==> src/rtl/filter_pkg.sv <==
// Shared definitions for the spatial filter datapath: default operand
// widths, default kernel size and the ceiling-log2 helper used to size
// accumulators and counters.
package filter_pkg;

    localparam int DEF_A_W  = 25;
    localparam int DEF_B_W  = 18;
    localparam int DEF_TAPS = 9;

    // Smallest r with 2**r >= value; clog2(1) is 0.
    function automatic int clog2(input int value);
        int r;
        r = 0;
        while ((1 << r) < value) begin
            r = r + 1;
        end
        return r;
    endfunction

endpackage

==> src/rtl/mult_acc_pipe_if.sv <==
// Sample/result bundle of the multiply-accumulate unit. The master side
// (window generator) drives operands; the slave side (the MAC) returns
// products and kernel sums.
interface mult_acc_pipe_if
    import filter_pkg::*;
#(
    parameter int A_W  = DEF_A_W,
    parameter int B_W  = DEF_B_W,
    parameter int TAPS = DEF_TAPS
);
    localparam int P_W   = A_W + B_W;
    localparam int ACC_W = P_W + clog2(TAPS);

    logic [A_W-1:0]   A_IN;
    logic [B_W-1:0]   B_IN;
    logic             VALID_IN;
    logic             CLR_IN;
    logic [P_W-1:0]   PROD_OUT;
    logic             PROD_VALID;
    logic [ACC_W-1:0] ACC_OUT;
    logic             ACC_VALID;

    modport master (
        output A_IN, B_IN, VALID_IN, CLR_IN,
        input  PROD_OUT, PROD_VALID, ACC_OUT, ACC_VALID
    );

    modport slave (
        input  A_IN, B_IN, VALID_IN, CLR_IN,
        output PROD_OUT, PROD_VALID, ACC_OUT, ACC_VALID
    );

endinterface

==> src/rtl/mult_core_pipe.sv <==
// Pipelined exact multiplier: stage 1 registers operands, stage 2 holds the
// product, stages 3..PIPE_STAGES retime it. Valid and window-clear travel in
// shift registers beside the data. Data stages only load when their valid
// advances, so the output holds its last product through bubbles.
module mult_core_pipe #(
    parameter int A_W         = 25,
    parameter int B_W         = 18,
    parameter int SIGNED      = 0,
    parameter int PIPE_STAGES = 3
) (
    input  logic                 CLK,
    input  logic                 RST,
    input  logic [A_W-1:0]       a_i,
    input  logic [B_W-1:0]       b_i,
    input  logic                 valid_i,
    input  logic                 clr_i,
    output logic [A_W+B_W-1:0]   prod_o,
    output logic                 prod_vld_o,
    output logic                 prod_clr_o
);
    localparam int P_W = A_W + B_W;

    logic        [A_W-1:0]   a_p1_q;
    logic        [B_W-1:0]   b_p1_q;
    logic signed [P_W-1:0]   a_ext;
    logic signed [P_W-1:0]   b_ext;
    logic signed [P_W-1:0]   prod_d;
    logic signed [P_W-1:0]   prod_q [2:PIPE_STAGES];
    logic [PIPE_STAGES:1]    vld_q;
    logic [PIPE_STAGES:1]    clr_q;

    function automatic logic signed [P_W-1:0] ext_a(input logic [A_W-1:0] v);
        if (SIGNED != 0) return P_W'($signed(v));
        else             return P_W'(v);
    endfunction

    function automatic logic signed [P_W-1:0] ext_b(input logic [B_W-1:0] v);
        if (SIGNED != 0) return P_W'($signed(v));
        else             return P_W'(v);
    endfunction

    // Operands extended to the full product width, so the P_W-bit product is exact.
    always_comb begin
        a_ext  = ext_a(a_p1_q);
        b_ext  = ext_b(b_p1_q);
        prod_d = a_ext * b_ext;
    end

    // Stage 1 operand capture plus valid/clear sideband shift registers.
    always_ff @(posedge CLK or posedge RST) begin
        if (RST) begin
            a_p1_q <= '0;
            b_p1_q <= '0;
            vld_q  <= '0;
            clr_q  <= '0;
        end else begin
            if (valid_i) begin
                a_p1_q <= a_i;
                b_p1_q <= b_i;
            end
            vld_q <= {vld_q[PIPE_STAGES-1:1], valid_i};
            clr_q <= {clr_q[PIPE_STAGES-1:1], valid_i & clr_i};
        end
    end

    // Stage 2 product register and stages 3..PIPE_STAGES retiming.
    always_ff @(posedge CLK or posedge RST) begin
        if (RST) begin
            for (int k = 2; k <= PIPE_STAGES; k++) begin
                prod_q[k] <= '0;
            end
        end else begin
            if (vld_q[1]) prod_q[2] <= prod_d;
            for (int k = 3; k <= PIPE_STAGES; k++) begin
                if (vld_q[k-1]) prod_q[k] <= prod_q[k-1];
            end
        end
    end

    assign prod_o     = prod_q[PIPE_STAGES];
    assign prod_vld_o = vld_q[PIPE_STAGES];
    assign prod_clr_o = clr_q[PIPE_STAGES];

endmodule

==> src/rtl/mult_acc_pipe.sv <==
// Multiply-accumulate unit for the spatial filter: the core pipeline forms
// exact products, this level sums TAPS consecutive valid products into one
// kernel result, with window restart on a delayed clear.
module mult_acc_pipe
    import filter_pkg::*;
#(
    parameter int A_W         = DEF_A_W,
    parameter int B_W         = DEF_B_W,
    parameter int SIGNED      = 0,
    parameter int PIPE_STAGES = 3,
    parameter int TAPS        = DEF_TAPS
) (
    input  logic             CLK,
    input  logic             RST,
    mult_acc_pipe_if.slave   bus
);
    localparam int P_W   = A_W + B_W;
    localparam int ACC_W = P_W + clog2(TAPS);
    localparam int CNT_W = clog2(TAPS) + 1;

    logic [P_W-1:0]          prod;
    logic                    prod_vld;
    logic                    prod_clr;

    logic [CNT_W-1:0]        cnt_q,     cnt_d;
    logic signed [ACC_W-1:0] sum_q,     sum_d;
    logic signed [ACC_W-1:0] acc_q,     acc_d;
    logic                    acc_vld_q, acc_vld_d;
    logic signed [ACC_W-1:0] base;
    logic [CNT_W-1:0]        next_cnt;

    function automatic logic signed [ACC_W-1:0] ext_p(input logic [P_W-1:0] v);
        if (SIGNED != 0) return ACC_W'($signed(v));
        else             return ACC_W'(v);
    endfunction

    mult_core_pipe #(
        .A_W         (A_W),
        .B_W         (B_W),
        .SIGNED      (SIGNED),
        .PIPE_STAGES (PIPE_STAGES)
    ) u_core (
        .CLK        (CLK),
        .RST        (RST),
        .a_i        (bus.A_IN),
        .b_i        (bus.B_IN),
        .valid_i    (bus.VALID_IN),
        .clr_i      (bus.CLR_IN),
        .prod_o     (prod),
        .prod_vld_o (prod_vld),
        .prod_clr_o (prod_clr)
    );

    // Window sum: restart on tap 0 or clear, publish and rewind when the last tap lands.
    always_comb begin
        cnt_d     = cnt_q;
        sum_d     = sum_q;
        acc_d     = acc_q;
        acc_vld_d = 1'b0;
        base      = '0;
        next_cnt  = '0;
        if (prod_vld) begin
            if (cnt_q == '0 || prod_clr) begin
                base     = ext_p(prod);
                next_cnt = CNT_W'(1);
            end else begin
                base     = sum_q + ext_p(prod);
                next_cnt = cnt_q + CNT_W'(1);
            end
            if (next_cnt == CNT_W'(TAPS)) begin
                acc_d     = base;
                acc_vld_d = 1'b1;
                cnt_d     = '0;
            end else begin
                sum_d = base;
                cnt_d = next_cnt;
            end
        end
    end

    // Accumulator state and registered kernel result.
    always_ff @(posedge CLK or posedge RST) begin
        if (RST) begin
            cnt_q     <= '0;
            sum_q     <= '0;
            acc_q     <= '0;
            acc_vld_q <= 1'b0;
        end else begin
            cnt_q     <= cnt_d;
            sum_q     <= sum_d;
            acc_q     <= acc_d;
            acc_vld_q <= acc_vld_d;
        end
    end

    assign bus.PROD_OUT   = prod;
    assign bus.PROD_VALID = prod_vld;
    assign bus.ACC_OUT    = acc_q;
    assign bus.ACC_VALID  = acc_vld_q;

endmodule

==> src/flat_wrapper.sv <==
// flat-port wrapper written by rule: the top's interface ports become plain ports
module mult_acc_pipe_flat import filter_pkg::*;
#(
    parameter int A_W         = DEF_A_W,
    parameter int B_W         = DEF_B_W,
    parameter int SIGNED      = 0,
    parameter int PIPE_STAGES = 3,
    parameter int TAPS        = DEF_TAPS
)
  (CLK, RST, bus_A_IN, bus_B_IN, bus_VALID_IN, bus_CLR_IN, bus_PROD_OUT, bus_PROD_VALID, bus_ACC_OUT, bus_ACC_VALID);
  mult_acc_pipe_if #(.A_W(A_W), .B_W(B_W), .TAPS(TAPS)) bus_i ();
  input  logic CLK;
  input  logic RST;
  input wire logic [$bits(bus_i.A_IN)-1:0] bus_A_IN;
  input wire logic [$bits(bus_i.B_IN)-1:0] bus_B_IN;
  input wire logic [$bits(bus_i.VALID_IN)-1:0] bus_VALID_IN;
  input wire logic [$bits(bus_i.CLR_IN)-1:0] bus_CLR_IN;
  output wire logic [$bits(bus_i.PROD_OUT)-1:0] bus_PROD_OUT;
  output wire logic [$bits(bus_i.PROD_VALID)-1:0] bus_PROD_VALID;
  output wire logic [$bits(bus_i.ACC_OUT)-1:0] bus_ACC_OUT;
  output wire logic [$bits(bus_i.ACC_VALID)-1:0] bus_ACC_VALID;
  assign bus_i.A_IN = bus_A_IN;
  assign bus_i.B_IN = bus_B_IN;
  assign bus_i.VALID_IN = bus_VALID_IN;
  assign bus_i.CLR_IN = bus_CLR_IN;
  assign bus_PROD_OUT = bus_i.PROD_OUT;
  assign bus_PROD_VALID = bus_i.PROD_VALID;
  assign bus_ACC_OUT = bus_i.ACC_OUT;
  assign bus_ACC_VALID = bus_i.ACC_VALID;
  mult_acc_pipe #(.A_W(A_W), .B_W(B_W), .SIGNED(SIGNED), .PIPE_STAGES(PIPE_STAGES), .TAPS(TAPS)) u_core (.CLK(CLK), .RST(RST), .bus(bus_i));
endmodule
==> config.mk <==
export PLATFORM = sky130hd
export DESIGN_NAME = mult_acc_pipe_flat
export DESIGN_NICKNAME = d
export VERILOG_FILES = /design/src/rtl/filter_pkg.sv /design/src/rtl/mult_acc_pipe_if.sv /design/src/rtl/mult_core_pipe.sv /design/src/rtl/mult_acc_pipe.sv /design/src/flat_wrapper.sv
export SDC_FILE = /design/constraint.sdc
export NUM_CORES = 2
export LEC_CHECK = 0
export ABC_AREA = 1
export BUFFER_PORTS_ARGS = -buffer_cell sky130_fd_sc_hd__buf_4
export CORE_UTILIZATION = 45
export DETAILED_ROUTE_END_ITERATION = 10
export SYNTH_ARGS = -nofsm -noshare
export SYNTH_HDL_FRONTEND = slang
export SYNTH_SLANG_ARGS = --single-unit
==> constraint.sdc <==
create_clock -name CLK -period 7.2 [get_ports CLK]
set_input_delay 1.08 -clock CLK [delete_from_list [all_inputs] [get_ports CLK]]
set_output_delay 1.08 -clock CLK [all_outputs]
set_load 0.005 [all_outputs]
## Yosys cells after proc, flatten, opt, wreduce, memory -nomap -nowiden

Cells that the tools add are included.

| storage, ports and cells | value |
|---|---|
| bits in registers | 235 |
| latch bits | 0 |
| RAM bits | 0 |
| memory bits (read-only) | 0 |
| input bits | 47 |
| output and inout bits | 92 |
| word-level logic and storage cells | 28 |
| memories kept | 0 |

| cells by class | value |
|---|---|
| add/subtract/negate cells | 2 |
| multipliers | 1 |
| divide/modulo/power cells | 0 |
| order comparisons | 0 |
| equality and inequality tests | 1 |
| shift operators | 0 |
| multiplexer cells | 8 |
| bitwise operators | 2 |
| reduce and logical (&&, ||, !) cells | 4 |

Operators by type and width:

| cell | number |
|---|---|
| 2-to-1 mux 47 bit | 3 |
| adder 47 bit | 1 |
| multiplier 25 x 18 -> 43 bit | 1 |
| 2-to-1 mux 5 bit | 3 |
| adder 5 x 1 -> 5 bit (second input constant) | 1 |
| equality test 5 x 4 -> 1 bit (second input constant) | 1 |
| logical NOT 5 bit | 1 |
| AND reduction 2 bit | 2 |
| 2-to-1 mux 1 bit | 2 |
| bitwise AND 1 bit | 1 |
| logical OR 1 bit | 1 |
| NOT 1 bit | 1 |

## Depth between registers and ports, before layout

| logic depth | value |
|---|---|
| depth after elaboration | 7 |
| gate-level depth with buffers | 30 |
| mapped depth without buffers | 28 |

## Cells and area by module

From an unflattened synthesis, not the netlist that was laid out.

| unflattened totals | value |
|---|---|
| cells, all modules | 3850 |
| area, all modules | 28666.2 um^2 |

Modules (own cells, without submodules):

| module | times used | cells each | area each (um^2) | seq. area each (um^2) |
|---|---|---|---|---|
| mult_core_pipe | 1 | 2556 | 20636.0 | 3378.2 |
| mult_acc_pipe | 1 | 1294 | 8030.2 | 2502.4 |

## Worst setup path before layout

OpenSTA, ideal clock, no wires.

| timing | value |
|---|---|
| path kind | register -> register |
| from | register u_core.u_core.a_p1_q[10] |
| to | register u_core.u_core.prod_q[73] (netlist name) |
| library setup time | 0.118 ns |
| arrival | 5.399 ns |
| data required time | 7.082 ns |
| slack | 1.683 ns |
| cell stages (with the launch flop) | 26 |
| buffers on the path | 2 |
| period minus slack after synthesis | 5.517 ns |
| cell sequence | dfrtp_1 > clkbuf_1 > buf_1 > nand2_1 > fa_1 > fa_1 > fa_1 > fa_1 > inv_1 > fa_1 > inv_1 > fa_1 > inv_1 > ha_1 > nand2_1 > nor2_1 > nand4_1 > or2_0 > nand2_1 > nand2_1 > nand2_1 > nand2_1 > nand2_1 > nand2_1 > nand3_1 > nand2_1 |

| on the way | value |
|---|---|
| cells in the longest elaborated chain, start to end | 1 |

Ends and longest elaborated chain:

| item | RTL line | RTL |
|---|---|---|
| start, declared | mult_core_pipe.sv:23 | `logic [A_W-1:0] a_p1_q;` |
| start signal, assigned | mult_core_pipe.sv:58 | `a_p1_q <= a_i;` |
| multiplier 25 x 18 -> 43 bit | mult_core_pipe.sv:46 | `prod_d = a_ext * b_ext;` |
| end signal, assigned by index | mult_core_pipe.sv:75 | `if (vld_q[k-1]) prod_q[k] <= prod_q[k-1];` |
| end, declared | mult_core_pipe.sv:28 | `logic signed [P_W-1:0] prod_q [2:PIPE_STAGES];` |

No other way between the ends.
A chain may end at the register's enable or synchronous reset.

## Worst setup path after layout

| timing | value |
|---|---|
| from | register u_core.u_core.b_p1_q[6] |
| to | register u_core.u_core.prod_q[83] (netlist name) |

| on the way | value |
|---|---|
| cells in the longest elaborated chain, start to end | 1 |

Ends and longest elaborated chain:

| item | RTL line | RTL |
|---|---|---|
| start, declared | mult_core_pipe.sv:24 | `logic [B_W-1:0] b_p1_q;` |
| start signal, assigned | mult_core_pipe.sv:59 | `b_p1_q <= b_i;` |
| multiplier 25 x 18 -> 43 bit | mult_core_pipe.sv:46 |  |

No other way between the ends.

==> flow_summary.yaml <==
drt:
  routed_wl_um: 80630
  drtAntennaViolNets: 0
  routed_via_density: 4.884
  drt_iter0_drc: 1282
  dr.pass1.iters: 5
  drc_errors: 0
  wire_per_inst_um: 17.21
  vias: 22880
cts:
  cts_buffers: 29
  clockBufferDepth: 3
  cts.repair.resized: 0
  ctsHoldBuffers: 0
  cts_setup_buffers: 0
  clk_pin_slew_worst_paths_ps: 60
  clk_latency_ps: 620
  cts_max_level: 1
  cts_sinks: 235
  clock-root-buffer: "clkbuf_16"
  cts_tree: "built"
status:
  status: "completed"
floorplan:
  dieHeight_um: 253.0
  rows: 91
  die_area_sq_um: 63990
  ios: 139
  die_w_um: 253.0
  start_util_pct: 45.76
  core_area_sq_um: 61940
setup_path:
  r2r_cells: 24
  critPathTopFamily: "adder cells"
  crit_type: "flop to flop"
  cp.required_ps: 7700
  worstSetupEndpointType: "flop"
  crit_chain: "buf_4, nand2_1, inv_1, fa_1, inv_1, fa_1, fa_1, inv_1, fa_1, fa_1, inv_1, fa_1, inv_1, ha_1, nand2_1, nor2_1, inv_1, nor2_1, and3_1, nand3_1, nand3_1, nand2_1, nand3_1, nand2_1"
  critPathBufInv: 7
  cp.depth: 24
  slowest_stage: "dfrtp_1"
  cp_max_fo: 22
  cp_slowest_stage_delay_ps: 990
  critPathArrivalTime_ps: 6980
  crit_path_start_kind: "flop"
global_routing:
  grt_pass1_vias: 23720
  grt_max_degree: 88
  grt_antenna_before_repair: 1
  grt_pass1_wl_um: 130700
  grtUsageTotal_pct: 26.14
  grt-ovfl-total: 0
yosys:
  async_reset_ff_share_pct: 100.0
  syn_nets: 4413
  ys_types: 44
  synth_edf_count: 0
  synth_area_sq_um: 28340
  ys.flop_type: "dfrtp_1"
  yosys_warnings: 0
  syn_avg_cell_area_sq_um: 7.391
  postSynthCellCount: 3835
  synth-seq-area-share_pct: 20.75
  synth_seq_cells: 235
timing:
  tightest_slew_ps: 1226
  rsz0062_at_grt: "no"
  fmax_mhz: 154.4
  hold_viol_final: 0
  setup_viol: 0
  maxSlewHeadroom_pct: 18.27
  min_period_over_period_pct: 89.96
  setup_ws_ps: 722.6
  period_needed_ps: 6477
  tns_ps: 0
  drv_slew: 0
  fin_skew_ps: 19.17
finish:
  fill_cells: 6380
  area_growth_syn_to_layout_pct: 8.158
  layout-drive-gt1-share_pct: 7.562
  utilization_pct: 49.49
  nets: 4407
  diodes: 0
flow_run:
  cap_violations: 0
placement:
  place_hpwl_um: 63870
  dpl_worst_slack_ps: 803.6
  port_buffers: 138
  routabilityCongestion: 0.9515
min_path:
  min_path_cells: 0
  hp-class: "flop to flop"
[metal layers]
layer	vias to the layer above	global-route usage, %	wire length [um]
li1	11250	-	-
met1	10970	35.52	36350
met2	580	44.34	38180
met3	87	3.166	4115
met4	2	6.216	1971
met5	-	0	13
[synthesized netlist by cell type (2+ instances only)]
master / number / area (sq um)
nand4_1: 27 / 168.9
xor2_1: 16 / 140.1
a21oi_1: 102 / 510.5
clkbuf_1: 113 / 424.2
buf_2: 15 / 75.07
nand2_4: 2 / 22.52
ha_1: 162 / 2027
or2_2: 10 / 62.56
o21a_1: 6 / 45.04
o21ai_1: 3 / 15.01
inv_2: 6 / 22.52
buf_4: 48 / 360.4
o21ai_2: 5 / 43.79
fa_1: 369 / 7387
mux2_2: 51 / 574.3
nand2_1: 1291 / 4846
nor2_1: 154 / 578.1
o21bai_1: 12 / 90.09
xnor2_1: 12 / 105.1
buf_1: 22 / 82.58
a21o_1: 2 / 15.01
nand3_1: 132 / 660.6
nor3_1: 10 / 50.05
dfrtp_1: 235 / 5881
nor4_1: 2 / 12.51
o22ai_1: 4 / 25.02
a31oi_1: 7 / 43.79
o21ai_0: 123 / 615.6
nand3b_1: 10 / 75.07
inv_1: 870 / 3266
[flip-flops by register name, indices dropped and copies added (netlist names)]
name	count
u_core.u_core.prod_o	43
u_core.bus.ACC_OUT	47
u_core.u_core.prod_q	43
u_core.bus.ACC_VALID	1
u_core.sum_q	47
u_core.u_core.b_p1_q	18
u_core.u_core.vld_q	3
u_core.u_core.a_p1_q	25
u_core.cnt_q	5
u_core.u_core.clr_q	3
[kinds of logic after synthesis]
kind of cell	share of synthesized area, %
fa+ha+maj	33.21
buf+inv	14.98
flops	20.75
mux	2.026
compound gates	5.072
xor+xnor	0.8652
simple gates	23.10
[cell type report]
| type | instances | area (sq um) | share of cell area [%] |
|---|---|---|---|
| Clock buffer | 37 | 815.8 | 2.661 |
| Tap cell | 837 | 1047 | 3.416 |
| Timing Repair Buffer | 162 | 1229 | 4.008 |
| Clock inverter | 13 | 168.9 | 0.5510 |
| Sequential cell | 235 | 5882 | 19.19 |
| Inverter | 877 | 3296 | 10.75 |
| Multi-Input combinational cell | 2524 | 18220 | 59.43 |
[cell usage in the layout, fill, tap and decap left out, types with 16 or more instances in the layout]
cell       instances
a21oi_1          102
buf_4            161
clkbuf_16         29
dfrtp_1          234
fa_1             369
ha_1             162
inv_1            869
mux2_2            51
nand2_1         1291
nand3_1          132
nand4_1           27
nor2_1           154
o21ai_0          123
xor2_1            16
[path summary, 6_finish.rpt]
| path | from | to | slack [ps] |
|---|---|---|---|
| worst max-delay path | u_core.u_core.b_p1_q[6] | u_core.u_core.prod_q[83] | 720 |
| worst min-delay path | u_core.u_core.clr_q[1] | u_core.u_core.clr_q[2] | 360 |
| worst max register to register | u_core.u_core.b_p1_q[6] | u_core.u_core.prod_q[83] | 720 |
| worst min register to register | u_core.u_core.clr_q[1] | u_core.u_core.clr_q[2] | 360 |
| max in group asynchronous | RST | u_core.bus.ACC_OUT[39] | 5170 |
| min in group asynchronous | RST | u_core.bus.ACC_OUT[5] | 530 |
[per-stage QoR]
step,instance area [sq um],std cells,hold WS [ps]
final,30660,4685,358.7
after global routing,30660,4685,370.3
after CTS,30660,4685,360.5
after detailed placement,29670,4635,345.7
after global placement,29670,4635,347.4
after floorplan,28350,3835,331.2
Power is left out: the tool's default activity adds up to more than one toggle a clock period on the data nets, which glitch-free logic cannot reach.
